## src/rtl/mux_scan_pkg.sv

```systemverilog
// Shared types and constants for the mux scan sampler.
// The channel-mask helper keeps unscanned frame bits at zero.
package mux_scan_pkg;

   localparam int SEL_W   = 3;
   localparam int FRAME_W = 4;

   typedef enum logic [1:0] {
      IDLE,
      SCAN,
      WAIT
   } state_t;

   function automatic logic [FRAME_W-1:0] ch_mask(input int num_ch);
      logic [FRAME_W-1:0] m;
      m = '0;
      for (int i = 0; i < FRAME_W; i++) begin
         if (i < num_ch) m[i] = 1'b1;
      end
      return m;
   endfunction

endpackage

```

## src/rtl/dwell_timer.sv

```systemverilog
// Dwell counter: counts 0..DWELL-1 while enabled and wraps to 0.
// done flags the final cycle of the current dwell window.
module dwell_timer #(
   parameter int CNT_W = 8,
   parameter int DWELL = 3
) (
   input  logic clk,
   input  logic rst,
   input  logic clr,
   input  logic en,
   output logic done
);

   localparam logic [CNT_W-1:0] LAST = CNT_W'(DWELL - 1);

   logic [CNT_W-1:0] cnt;

   always_ff @(posedge clk or posedge rst) begin
      if (rst) begin
         cnt <= '0;
      end else if (clr) begin
         cnt <= '0;
      end else if (en) begin
         cnt <= done ? '0 : cnt + 1'b1;
      end
   end

   assign done = (cnt == LAST);

endmodule

```

## src/rtl/mux_scan_sampler.sv

```systemverilog
// Walks the mux select across the channels, samples each channel after its
// dwell window, and offers the assembled frame on a valid/ready handshake.
module mux_scan_sampler
   import mux_scan_pkg::*;
#(
   parameter int NUM_CH = 4,
   parameter int DWELL  = 3,
   parameter int CNT_W  = 8
) (
   input  logic               clk,
   input  logic               rst,
   input  logic               start,
   input  logic               cont,
   input  logic               abort,
   output logic [SEL_W-1:0]   mux_sel,
   input  logic               mux_out,
   output logic [FRAME_W-1:0] frame_data,
   output logic               frame_valid,
   input  logic               frame_ready,
   output logic               busy
);

   localparam int                 LAST_CH  = NUM_CH - 1;
   localparam logic [SEL_W-1:0]   LAST_SEL = SEL_W'(LAST_CH);
   localparam logic [FRAME_W-1:0] CH_MASK  = ch_mask(NUM_CH);

   state_t             state;
   logic [FRAME_W-1:0] shadow;
   logic [FRAME_W-1:0] merged;
   logic               dwell_done;
   logic               timer_clr;
   logic               timer_en;

   // The timer only runs in SCAN; every entry into SCAN therefore sees cnt=0.
   assign timer_en  = (state == SCAN);
   assign timer_clr = abort || (state != SCAN);

   dwell_timer #(
      .CNT_W (CNT_W),
      .DWELL (DWELL)
   ) u_dwell_timer (
      .clk  (clk),
      .rst  (rst),
      .clr  (timer_clr),
      .en   (timer_en),
      .done (dwell_done)
   );

   always_comb begin
      merged = shadow;
      merged[mux_sel[1:0]] = mux_out;
   end

   always_ff @(posedge clk or posedge rst) begin
      if (rst) begin
         state       <= IDLE;
         mux_sel     <= '0;
         shadow      <= '0;
         frame_data  <= '0;
         frame_valid <= 1'b0;
         busy        <= 1'b0;
      end else if (abort) begin
         state       <= IDLE;
         shadow      <= '0;
         frame_valid <= 1'b0;
         busy        <= 1'b0;
      end else begin
         case (state)
            IDLE: begin
               if (start) begin
                  state   <= SCAN;
                  mux_sel <= '0;
                  shadow  <= '0;
                  busy    <= 1'b1;
               end
            end
            SCAN: begin
               if (dwell_done) begin
                  shadow <= merged;
                  if (mux_sel == LAST_SEL) begin
                     frame_data  <= merged & CH_MASK;
                     frame_valid <= 1'b1;
                     state       <= WAIT;
                  end else begin
                     mux_sel <= mux_sel + 1'b1;
                  end
               end
            end
            WAIT: begin
               // Frame is held here until accepted; nothing rescans meanwhile.
               if (frame_ready) begin
                  frame_valid <= 1'b0;
                  if (cont) begin
                     state   <= SCAN;
                     mux_sel <= '0;
                     shadow  <= '0;
                  end else begin
                     state <= IDLE;
                     busy  <= 1'b0;
                  end
               end
            end
            default: begin
               state <= IDLE;
               busy  <= 1'b0;
            end
         endcase
      end
   end

endmodule
```

## config.mk

```make
export PLATFORM = sky130hd
export DESIGN_NAME = mux_scan_sampler
export DESIGN_NICKNAME = d
export VERILOG_FILES = /design/src/rtl/mux_scan_pkg.sv /design/src/rtl/dwell_timer.sv /design/src/rtl/mux_scan_sampler.sv
export SDC_FILE = /design/constraint.sdc
export NUM_CORES = 1
export LEC_CHECK = 0
export ABC_AREA = 1
export CAP_MARGIN = 20
export CORE_AREA = 5 5 63 65
export DETAILED_ROUTE_END_ITERATION = 16
export DIE_AREA = 0 0 68 70
export PLACE_DENSITY_LB_ADDON = 0.12
export SLEW_MARGIN = 20
export SYNTH_ARGS = -nofsm -noshare
export SYNTH_HDL_FRONTEND = slang
export SYNTH_SLANG_ARGS = --single-unit
```

## constraint.sdc

```tcl
create_clock -name clk -period 2.1 [get_ports clk]
set_input_delay 0.42 -clock clk [delete_from_list [all_inputs] [get_ports clk]]
set_output_delay 0.42 -clock clk [all_outputs]
set_load 0.02 [all_outputs]
```

==> metrics.md, run 1 <==
| Metric | Value |
|---|---|
| Total power draw | `around 1.4 mW` |
| Syn_nets | `between 150 and 200` |
| Buf+Inv Stages, Crit Path | `1` |
| Leakage | `between 0.7 and 0.8 nW` |
| Routed len/inst | `11.1 um` |
| Number of fill cells | `344` |
| Multi-input logic area | `around 730 um^2` |
| # IOs | `16` |
| Reg clk slew, reported paths | `about 140 ps` |
| Xor-xnor portion of the synthesized cell area | `1.84%` |
| CP startpoint kind | `register` |
| Layout net count | `roughly 210` |
| Vias post-DR | `around 1,200` |
| Global-route wire length before repair | `about 5 mm` |
| Post-route setup TNS | `0 ps` |
| Port Buffers | `15` |
| CTS tree | `built` |
| Mapped Avg Cell Area | `~7.9 um^2` |
| GR Overflow Total | `0` |
| Outcome | `complete, no violations` |
| Fraction of layout cells with a size suffix above 1 | `roughly 15%` |
| 1st-iter DRT viols | `67` |
| Vias in the first global route | `roughly 1,100` |
| Most frequent cells in the layout | `nand2_1 (48), dfrtp_1 (23), nor2_1 (22)` |
| DRC viols | `0` |
| Largest family of logic cells by synthesized area | `simple AND/OR/NAND/NOR gates` |
| Post-Layout Cell Count | `244` |
| P&R area growth vs syn | `14.4%` |
| Slew HR | `between 70% and 80%` |
| Worst vdd ir | `0.394 mV` |
| Final Skew | `between 9 and 10 ps` |
| FF+latch count, synth | `23` |
| Final Instance Area | `roughly 1600 um^2` |
| Arr. time, crit path | `about 1400 ps` |
| Post-Route WL | `2.71 mm` |
| Worst-Margin Slew | `~370 ps` |
| CP Max Fanout | `6` |
| Fin. Hold Viols | `0` |
| Post-CTS setup buffers | `0` |
| Unique cell type count in the Yosys netlist | `24` |
| Total GRT Usage | `between 10% and 20%` |
| Post-Synth Adder-Cell Area | `6.14%` |
| Cell family with the largest share of critical-path delay | `buffers and inverters` |
| Row Count | `21` |
| Simple-Gate Fraction of Synth Area | `~38%` |
| Max Cap Violations | `0` |
| Critical path, cell by cell | `clkdlybuf4s50_1` |
| Die extent in y | `about 70 um` |
| Detailed Routing Iterations Pass 1 | `4` |
| Worst setup path class | `reg -> out` |
| Register area | `approximately 580 um^2` |
| Minimum clock period | `1850 ps` |
| CP max-delay cell | `clkdlybuf4s50_1` |
| Final setup viols | `0` |
| Gate Count Post-Synth | `between 150 and 200` |
| Die Span X | `just under 70 um` |
| Cts hold-fix bufs | `0` |
| RSZ-0062 raised after global routing | `no` |
| Sequential share of the synthesized area | `between 40% and 50%` |
| Clk Tree Root Cell | `clkbuf_4` |
| Antenna cells | `0` |
| Largest stage delay on the critical path | `around 640 ps` |
| Routability Congestion | `0.896` |
| Buffer depth of the longest clock path | `2` |
| PD cells | `about 830 nW/um^2` |
| Post-Syn Area | `roughly 1400 um^2` |
| DIE AREA | `4760 um^2` |
| Placed inst area | `between 1500 and 2000 um^2` |
| Most common cell after layout, fill and taps aside | `nand2_1` |
| Worst hold-check path type | `in -> async` |
| Synthesis Warnings | `0` |
| Fraction of the mapped netlist area in compound gates | `5.09%` |
| Slew Limit Fails | `0` |
| Fmax | `between 500 and 600 MHz` |
| H-tree Lvls | `1` |
| # clock sinks | `23` |
| CTS buffer count | `3` |
| Vias per cell | `4.77` |
| Tcrit/Tclk final | `88.3%` |
| Initial Util | `between 40 and 50%` |
| Post-route antenna net violation count | `0` |
| Req. time, crit path | `around 1700 ps` |
| Multiplexer share of the synthesized area | `0%` |
| Placed insts | `240` |
| Core ar. | `between 3000 and 4000 um^2` |
| Post-DP HPWL | `about 2.1 mm` |
| Initial antenna violation count | `0` |
| Largest net degree at the start of global routing | `24` |
| Crit. End Element | `primary output` |
| Post-cts sizing count | `0` |
| Worst-Skew Late Latency | `around 320 ps` |
==> registers in the layout, summed over array words and instances, names as in the netlist <==
signal / cells
mux_sel: 3
u_dwell_timer.cnt: 8
frame_data: 4
frame_valid: 1
busy: 1
state: 2
shadow: 4
==> synth_stat cells (all sizes together) <==
cell	n	area share, %
nand4	7	3.1
or2	1	0.44
nor3b	1	0.53
inv	21	5.5
nor2	30	11
a21oi	1	0.35
o211ai	1	0.53
nand3b	1	0.53
nor3	3	1.1
xnor2	1	0.61
nand3	14	7.2
o21ai	12	4.2
xor2	2	1.2
ha	7	6.1
dfrtp	23	40
buf	4	3.2
nand2	52	14
==> cell type report <==
| cell class | instances | share of cell area (%) |
|---|---|---|
| tap | 46 | 3.53 |
| inverter | 21 | 4.83 |
| timing repair buffer | 17 | 10.1 |
| clock buffer | 3 | 1.38 |
| multi-input combinational | 133 | 44.6 |
| clock inverter | 1 | 0.307 |
| sequential | 23 | 35.3 |
==> power breakdown <==
group	switching [mW]	leakage (nW)	internal [mW]
registers	0.0791	0.315	0.506
logic	0.342	0.466	0.221
clock network	0.141	0.0177	0.0713
==> worst reg2reg max path: cells and delay by family (launching register included) <==
| family | cells | cell delay (ps) |
|---|---|---|
| AND/OR/NAND/NOR | 6 | 560 |
| adder cells (fa/ha/maj) | 2 | 490 |
| flip-flops | 1 | 470 |
==> logic make-up after synthesis <==
kind of cell | Yosys count
AND/OR/NAND/NOR | 109
flip-flops | 23
adder cells (fa/ha/maj) | 7
buffers and inverters | 25
AO/OA/AOI/OAI | 14
XOR/XNOR | 3
==> routing by layer <==
metal  wire length (um)  up-vias  track usage (%)
met2               1210       16             20.3
met1               1380      534             18.5
met4                 36        0             4.64
met3                 85        4             2.08
li1                   -      610                -
met5                  0        -                0
==> worst paths after layout <==
check,start,end,slack [ps],depth (start not counted)
max in group asynchronous,rst,state[0],1440,3
hold reg to reg,frame_valid,frame_valid,490,2
setup / recovery,mux_sel[0],mux_sel[0],250,1
hold / removal,rst,frame_data[3],420,3
min in group clk,frame_valid,frame_valid,490,2
setup reg to reg,mux_sel[0],mux_sel[0],490,8
==> per-stage QoR <==
stage          setup slack (ps)  hold WS (ps)  util (%)
6_report                    246           424      49.7
5_1_grt                     172           464      49.7
4_1_cts                     231           428      49.7
3_5_place_dp                171           459      48.8
3_3_place_gp                270           455      48.8
2_1_floorplan               558           422         -
(Power assumes the default switching activity.)
==> inputs of run 2 (changes only) <==
Settings changed: CORE_AREA 5 5 63 65 to 5 5 61 68, DIE_AREA 0 0 68 70 to 0 0 66 73.
==> run 2 against run 1 <==
- combinational power barely moved
- die area increased by 1.2%
- critical path type unchanged
- worst setup slack improved by 69 ps
==> metrics.md, run 2 (same netlist as run 1, synthesis figures left out) <==
| Metric | Value |
|---|---|
| Hold path depth | `2` |
| Worst setup path class | `reg -> out (unchanged)` |
| Largest Register | `u_dwell_timer.cnt (unchanged)` |
| Minimum clock period | `1790 ps (was 1850 ps)` |
| Worst-Margin Slew | `369 ps (was 371 ps)` |
| Slew HR | `75.4% (was 75.3%)` |
| Worst vdd ir | `0.459 mV (was 0.394 mV)` |
| Clk Tree Root Cell | `clkbuf_8 (was clkbuf_4)` |
| Post-Route WL | `2.85 mm (was 2.71 mm)` |
| Largest stage delay on the critical path | `640 ps (about the same)` |
| Final Skew | `5.34 ps (was 9.36 ps)` |
| 1st-iter DRT viols | `73 (was 67)` |
| Global-route wire length before repair | `5.03 mm (was 4.99 mm)` |
| Tcrit/Tclk final | `85.0% (was 88.3%)` |
| Placed inst area | `1610 um^2 (was 1600 um^2)` |
| Critical path, cell by cell | `clkdlybuf4s50_1 (unchanged)` |
| Post-place setup slack | `200 ps (was 171 ps)` |
| Post-cts sizing count | `0 (unchanged)` |
| DRC viols | `0 (unchanged)` |
| Post-DP HPWL | `2.20 mm (was 2.11 mm)` |
| Outcome | `complete, no violations (unchanged)` |
| Layout net count | `213 (unchanged)` |
| Total power draw | `1.43 mW (was 1.36 mW)` |
| Most common cell after layout, fill and taps aside | `nand2_1 (unchanged)` |
| # clock sinks | `23 (unchanged)` |
| Reg clk slew, reported paths | `90 ps (was 140 ps)` |
| Largest net degree at the start of global routing | `24 (unchanged)` |
| Final setup viols | `0 (unchanged)` |
| CTS tree | `built (unchanged)` |
| Post-route setup TNS | `0 ps (unchanged)` |
| Fmax | `560 MHz (was 539 MHz)` |
| Crit. End Element | `primary output (unchanged)` |
| Arr. time, crit path | `1360 ps (was 1430 ps)` |
| Max reg flops | `8 (unchanged)` |
| # IOs | `16 (unchanged)` |
| P&R area growth vs syn | `16.1% (was 14.4%)` |
| RSZ-0062 raised after global routing | `no (unchanged)` |
| Buffer depth of the longest clock path | `2 (unchanged)` |
| Antenna cells | `0 (unchanged)` |
| Leakage | `0.806 nW (was 0.798 nW)` |
| Critical path depth | `1 (unchanged)` |
| Placed insts | `244 (was 240)` |
| GR Overflow Total | `0 (unchanged)` |
| Buf+Inv Stages, Crit Path | `1 (unchanged)` |
| Post-CTS setup buffers | `0 (unchanged)` |
| Die Span X | `66 um (was 68 um)` |
| Cts hold-fix bufs | `0 (unchanged)` |
| Post-Layout Cell Count | `248 (was 244)` |
| Slew Limit Fails | `0 (unchanged)` |
| Core ar. | `3480 um^2 (was 3280 um^2)` |
| Fin. Hold Viols | `0 (unchanged)` |
| Final Instance Area | `1660 um^2 (was 1630 um^2)` |
| Req. time, crit path | `1680 ps (about the same)` |
| Vias in the first global route | `1,164 (was 1,143)` |
| Initial antenna violation count | `0 (unchanged)` |
| Die extent in y | `73 um (was 70 um)` |
| Reg2reg path depth | `8 (unchanged)` |
| Cell family with the largest share of critical-path delay | `buffers and inverters (unchanged)` |
| Port Buffers | `15 (unchanged)` |
| PD cells | `862 nW/um^2 (was 834 nW/um^2)` |
| Biggest regs | `u_dwell_timer.cnt x8, frame_data x4, shadow x4 (unchanged)` |
| CP Max Fanout | `6 (unchanged)` |
| Routability Congestion | `0.888 (was 0.896)` |
| Most frequent cells in the layout | `nand2_1 (48), dfrtp_1 (23), nor2_1 (22) (unchanged)` |
| Vias post-DR | `1,180 (was 1,164)` |
| CTS buffer count | `3 (unchanged)` |
| H-tree Lvls | `1 (unchanged)` |
| Worst-Skew Late Latency | `270 ps (was 320 ps)` |
| CP max-delay cell | `clkdlybuf4s50_1 (unchanged)` |
| Post-route antenna net violation count | `0 (unchanged)` |
| CP startpoint kind | `register (unchanged)` |
| Vias per cell | `4.76 (was 4.77)` |
| Worst hold-check path type | `reg -> reg (was in -> async)` |
| Routed len/inst | `11.5 um (was 11.1 um)` |
| Row Count | `23 (was 21)` |
| Detailed Routing Iterations Pass 1 | `4 (unchanged)` |
| Max Cap Violations | `0 (unchanged)` |
| Fraction of layout cells with a size suffix above 1 | `14.6% (unchanged)` |
| DIE AREA | `4820 um^2 (was 4760 um^2)` |
| Setup ws final | `315 ps (was 246 ps)` |
| Total GRT Usage | `13.3% (was 13.2%)` |
| Initial Util | `41.0% (was 43.4%)` |
run 2: where the power goes:
part / switching, mW / internal [mW]
Sequential: 0.0781 / 0.506
Combinational: 0.344 / 0.219
Clock: 0.147 / 0.133
run 2: final timing paths:
kind	start	end	slack, ps
worst max-delay path	mux_sel[0]	mux_sel[0]	320
min in group asynchronous	rst	frame_data[3]	500
worst max register to register	mux_sel[0]	mux_sel[0]	480
worst min register to register	shadow[2]	shadow[2]	480
worst min-delay path	shadow[2]	shadow[2]	480
max in group asynchronous	rst	u_dwell_timer.cnt[1]	1360
run 2: area by class of cell:
cell class              instances  area, um^2
well taps                      50        62.6
flip-flops and latches         23         576
clock buffers                   3        41.3
clock inverters                 1        5.00
multi-input cells             133         727
inverters                      21        78.8
repair buffers                 17         165
fillers                       345        1830
run 2: metrics by stage:
| step | utilization (%) | hold WS (ps) |
|---|---|---|
| finish | 47.5 | 485 |
| CTS | 47.5 | 491 |
| floorplan | - | 422 |
| global placement | 46.2 | 456 |
| global route | 47.5 | 514 |
| detailed placement | 46.2 | 471 |
run 2: per-layer routing:
metal	vias to the layer above	share of wire, %	global-route usage, %	routed length (um)
met1	542	46	17.0	1320
li1	610	-	-	-
met4	0	2.4	6.09	68
met3	7	3.1	2.00	88
met5	-	0	0	0
met2	21	48	21.9	1370
==> inputs of run 3 (changes only) <==
Clock period 2.1 ns to 1.85 ns, I/O delays scaled along.
==> run 3 against run 2 <==
- worst setup slack got worse by 180 ps
- routed wire length fell by 2.0%
- hold slack got worse by 44 ps
- sequential cell count did not move
- die area did not move
- design area rose by 0.45%
- clock skew fell by 3.4 ps
- clock-buffer cell count did not move
- critical endpoint unchanged
- highest routed layer unchanged
- clock power rose by 15%
- register-to-register slack got worse by 230 ps
- total power rose by 14%
- non-clock buffer count rose by 1
==> metrics.md, run 3 (same netlist as run 1, synthesis figures left out) <==
| Metric | Value |
|---|---|
| Final setup viols | `0 (unchanged)` |
| # IOs | `16 (unchanged)` |
| Reg power frac | `40.8% (was 40.9%)` |
| Largest Register | `u_dwell_timer.cnt (unchanged)` |
| 1st-iter DRT viols | `56 (was 73)` |
| Reg2reg path depth | `8 (unchanged)` |
| Worst R2R Start | `mux_sel[0] (unchanged)` |
| Vias per cell | `4.78 (was 4.76)` |
| Post-place setup slack | `59.7 ps (was 200 ps)` |
| Critical path, cell by cell | `clkdlybuf4s50_1 (unchanged)` |
| P&R area growth vs syn | `16.6% (was 16.1%)` |
| CP startpoint kind | `register (unchanged)` |
| Post-route setup TNS | `0 ps (unchanged)` |
| Final Instance Area | `1660 um^2 (about the same)` |
| Leakage | `0.811 nW (was 0.806 nW)` |
| Post-route antenna net violation count | `0 (unchanged)` |
| Post-cts sizing count | `0 (unchanged)` |
| Buf+Inv Stages, Crit Path | `1 (unchanged)` |
| Vias in the first global route | `1,090 (was 1,164)` |
| H-tree Lvls | `1 (unchanged)` |
| Final Skew | `1.92 ps (was 5.34 ps)` |
| Core ar. | `3480 um^2 (unchanged)` |
| Biggest regs | `u_dwell_timer.cnt x8, frame_data x4, shadow x4 (unchanged)` |
| Antenna cells | `0 (unchanged)` |
| Cts hold-fix bufs | `0 (unchanged)` |
| RR Endpoint | `mux_sel[0] (unchanged)` |
| Post-DP HPWL | `2.17 mm (was 2.20 mm)` |
| Row Count | `23 (unchanged)` |
| Setup ws final | `130 ps (was 315 ps)` |
| Arr. time, crit path | `1350 ps (was 1360 ps)` |
| Post-Route WL | `2.79 mm (was 2.85 mm)` |
| CTS tree | `built (unchanged)` |
| Cell family with the largest share of critical-path delay | `buffers and inverters (unchanged)` |
| Pint | `976 uW (was 858 uW)` |
| Fmax | `~580 MHz` |
| Largest stage delay on the critical path | `640 ps (about the same)` |
| PD cells | `975 nW/um^2 (was 862 nW/um^2)` |
| RSZ-0062 raised after global routing | `no (unchanged)` |
| Worst-Skew Late Latency | `270 ps (about the same)` |
| # clock sinks | `23 (unchanged)` |
| CP max-delay cell | `clkdlybuf4s50_1 (unchanged)` |
| Reg2Reg Setup Slack | `250 ps (was 480 ps)` |
| Fin. Hold Viols | `0 (unchanged)` |
| Max reg flops | `8 (unchanged)` |
| CTS buffer count | `3 (unchanged)` |
| Routed len/inst | `11.2 um (was 11.5 um)` |
| Total GRT Usage | `12.9% (was 13.3%)` |
| Outcome | `complete, no violations (unchanged)` |
| Most frequent cells in the layout | `nand2_1 (48), dfrtp_1 (23), nor2_1 (22) (unchanged)` |
| Minimum clock period | `around 1700 ps` |
| Tcrit/Tclk final | `around 93%` |
| Fraction of layout cells with a size suffix above 1 | `15.1% (was 14.6%)` |
| Worst hold-check path type | `in -> async (was reg -> reg)` |
| DIE AREA | `4820 um^2 (unchanged)` |
| Layout net count | `214 (was 213)` |
| Worst setup path class | `reg -> out (unchanged)` |
| Clk Tree Root Cell | `clkbuf_8 (unchanged)` |
| Switching share of power | `39.8% (was 39.9%)` |
| Layout Utilization | `47.8% (was 47.5%)` |
| GR Overflow Total | `0 (unchanged)` |
| Port Buffers | `15 (unchanged)` |
| Initial antenna violation count | `0 (unchanged)` |
| Max Cap Violations | `0 (unchanged)` |
| Slew Limit Fails | `0 (unchanged)` |
| Worst vdd ir | `0.474 mV (was 0.459 mV)` |
| Global-route wire length before repair | `4.86 mm (was 5.03 mm)` |
| Reg clk slew, reported paths | `90 ps (about the same)` |
| Comb pwr share | `39.4% (was 39.5%)` |
| Worst-Margin Slew | `358 ps (was 369 ps)` |
| Placed inst area | `1620 um^2 (was 1610 um^2)` |
| Vias post-DR | `1,191 (was 1,180)` |
| Clk network pwr share | `19.8% (was 19.6%)` |
| Most common cell after layout, fill and taps aside | `nand2_1 (unchanged)` |
| Post-CTS setup buffers | `0 (unchanged)` |
| DRC viols | `0 (unchanged)` |
| Die extent in y | `73 um (unchanged)` |
| CP Max Fanout | `6 (unchanged)` |
| Crit. End Element | `primary output (unchanged)` |
| Die Span X | `66 um (unchanged)` |
| Net Sw Power | `646 uW (was 569 uW)` |
| Total power draw | `1.62 mW (was 1.43 mW)` |
| Detailed Routing Iterations Pass 1 | `4 (unchanged)` |
| Routability Congestion | `0.899 (was 0.888)` |
| Slew HR | `76.1% (was 75.4%)` |
| Initial Util | `41.0% (unchanged)` |
| Largest net degree at the start of global routing | `24 (unchanged)` |
| Buffer depth of the longest clock path | `2 (unchanged)` |
| Req. time, crit path | `1480 ps (was 1680 ps)` |
## run 3: cell count changes in the layout (fill, tap and decap cells not counted)
| cell | change |
|---|---|
| buf_4 | +1 |
## run 3: worst max path at each step
stage                    start          to  slack [ps]  depth (start not counted)
global route        mux_sel[0]  mux_sel[1]          80                          8
detailed placement       abort   shadow[3]          60                          8
global placement         abort   shadow[2]         120                          8
finish              mux_sel[0]  mux_sel[0]         130                          1
floorplan           mux_sel[0]  mux_sel[0]         310                          8
CTS                 mux_sel[0]  mux_sel[0]         120                          1
## run 3: final cells by class
class                   instances  area (um^2)
clock inverters                 1         5.00
inverters                      21         78.8
clock buffers                   3         41.3
multi-input cells             133          727
flip-flops and latches         23          576
repair buffers                 18          173
well taps                      50         62.6
fillers                       352         1820
## run 3: metal layers
layer	up-vias	global-route usage [%]	part of all wire [%]
li1	612	-	-
met1	547	17.3	49
met2	26	20.8	47
met3	6	2.00	2.5
met4	0	4.97	1.4
met5	-	0	0
## run 3: metrics by stage
| step | hold slack (ps) | instances |
|---|---|---|
| 5_1_grt | 485 | 249 |
| 2_1_floorplan | 372 | 181 |
| 4_1_cts | 454 | 249 |
| 6_report | 441 | 249 |
| 3_3_place_gp | 457 | 245 |
| 3_5_place_dp | 472 | 245 |
## run 3: power groups by stage
stage	clock, mW	combinational, mW	sequential, mW
2_1_floorplan	0	0.456	0.688
6_report	0.321	0.638	0.663
5_1_grt	0.349	0.730	0.680
4_1_cts	0.334	0.650	0.663
3_3_place_gp	0	0.638	0.671
3_5_place_dp	0	0.647	0.671
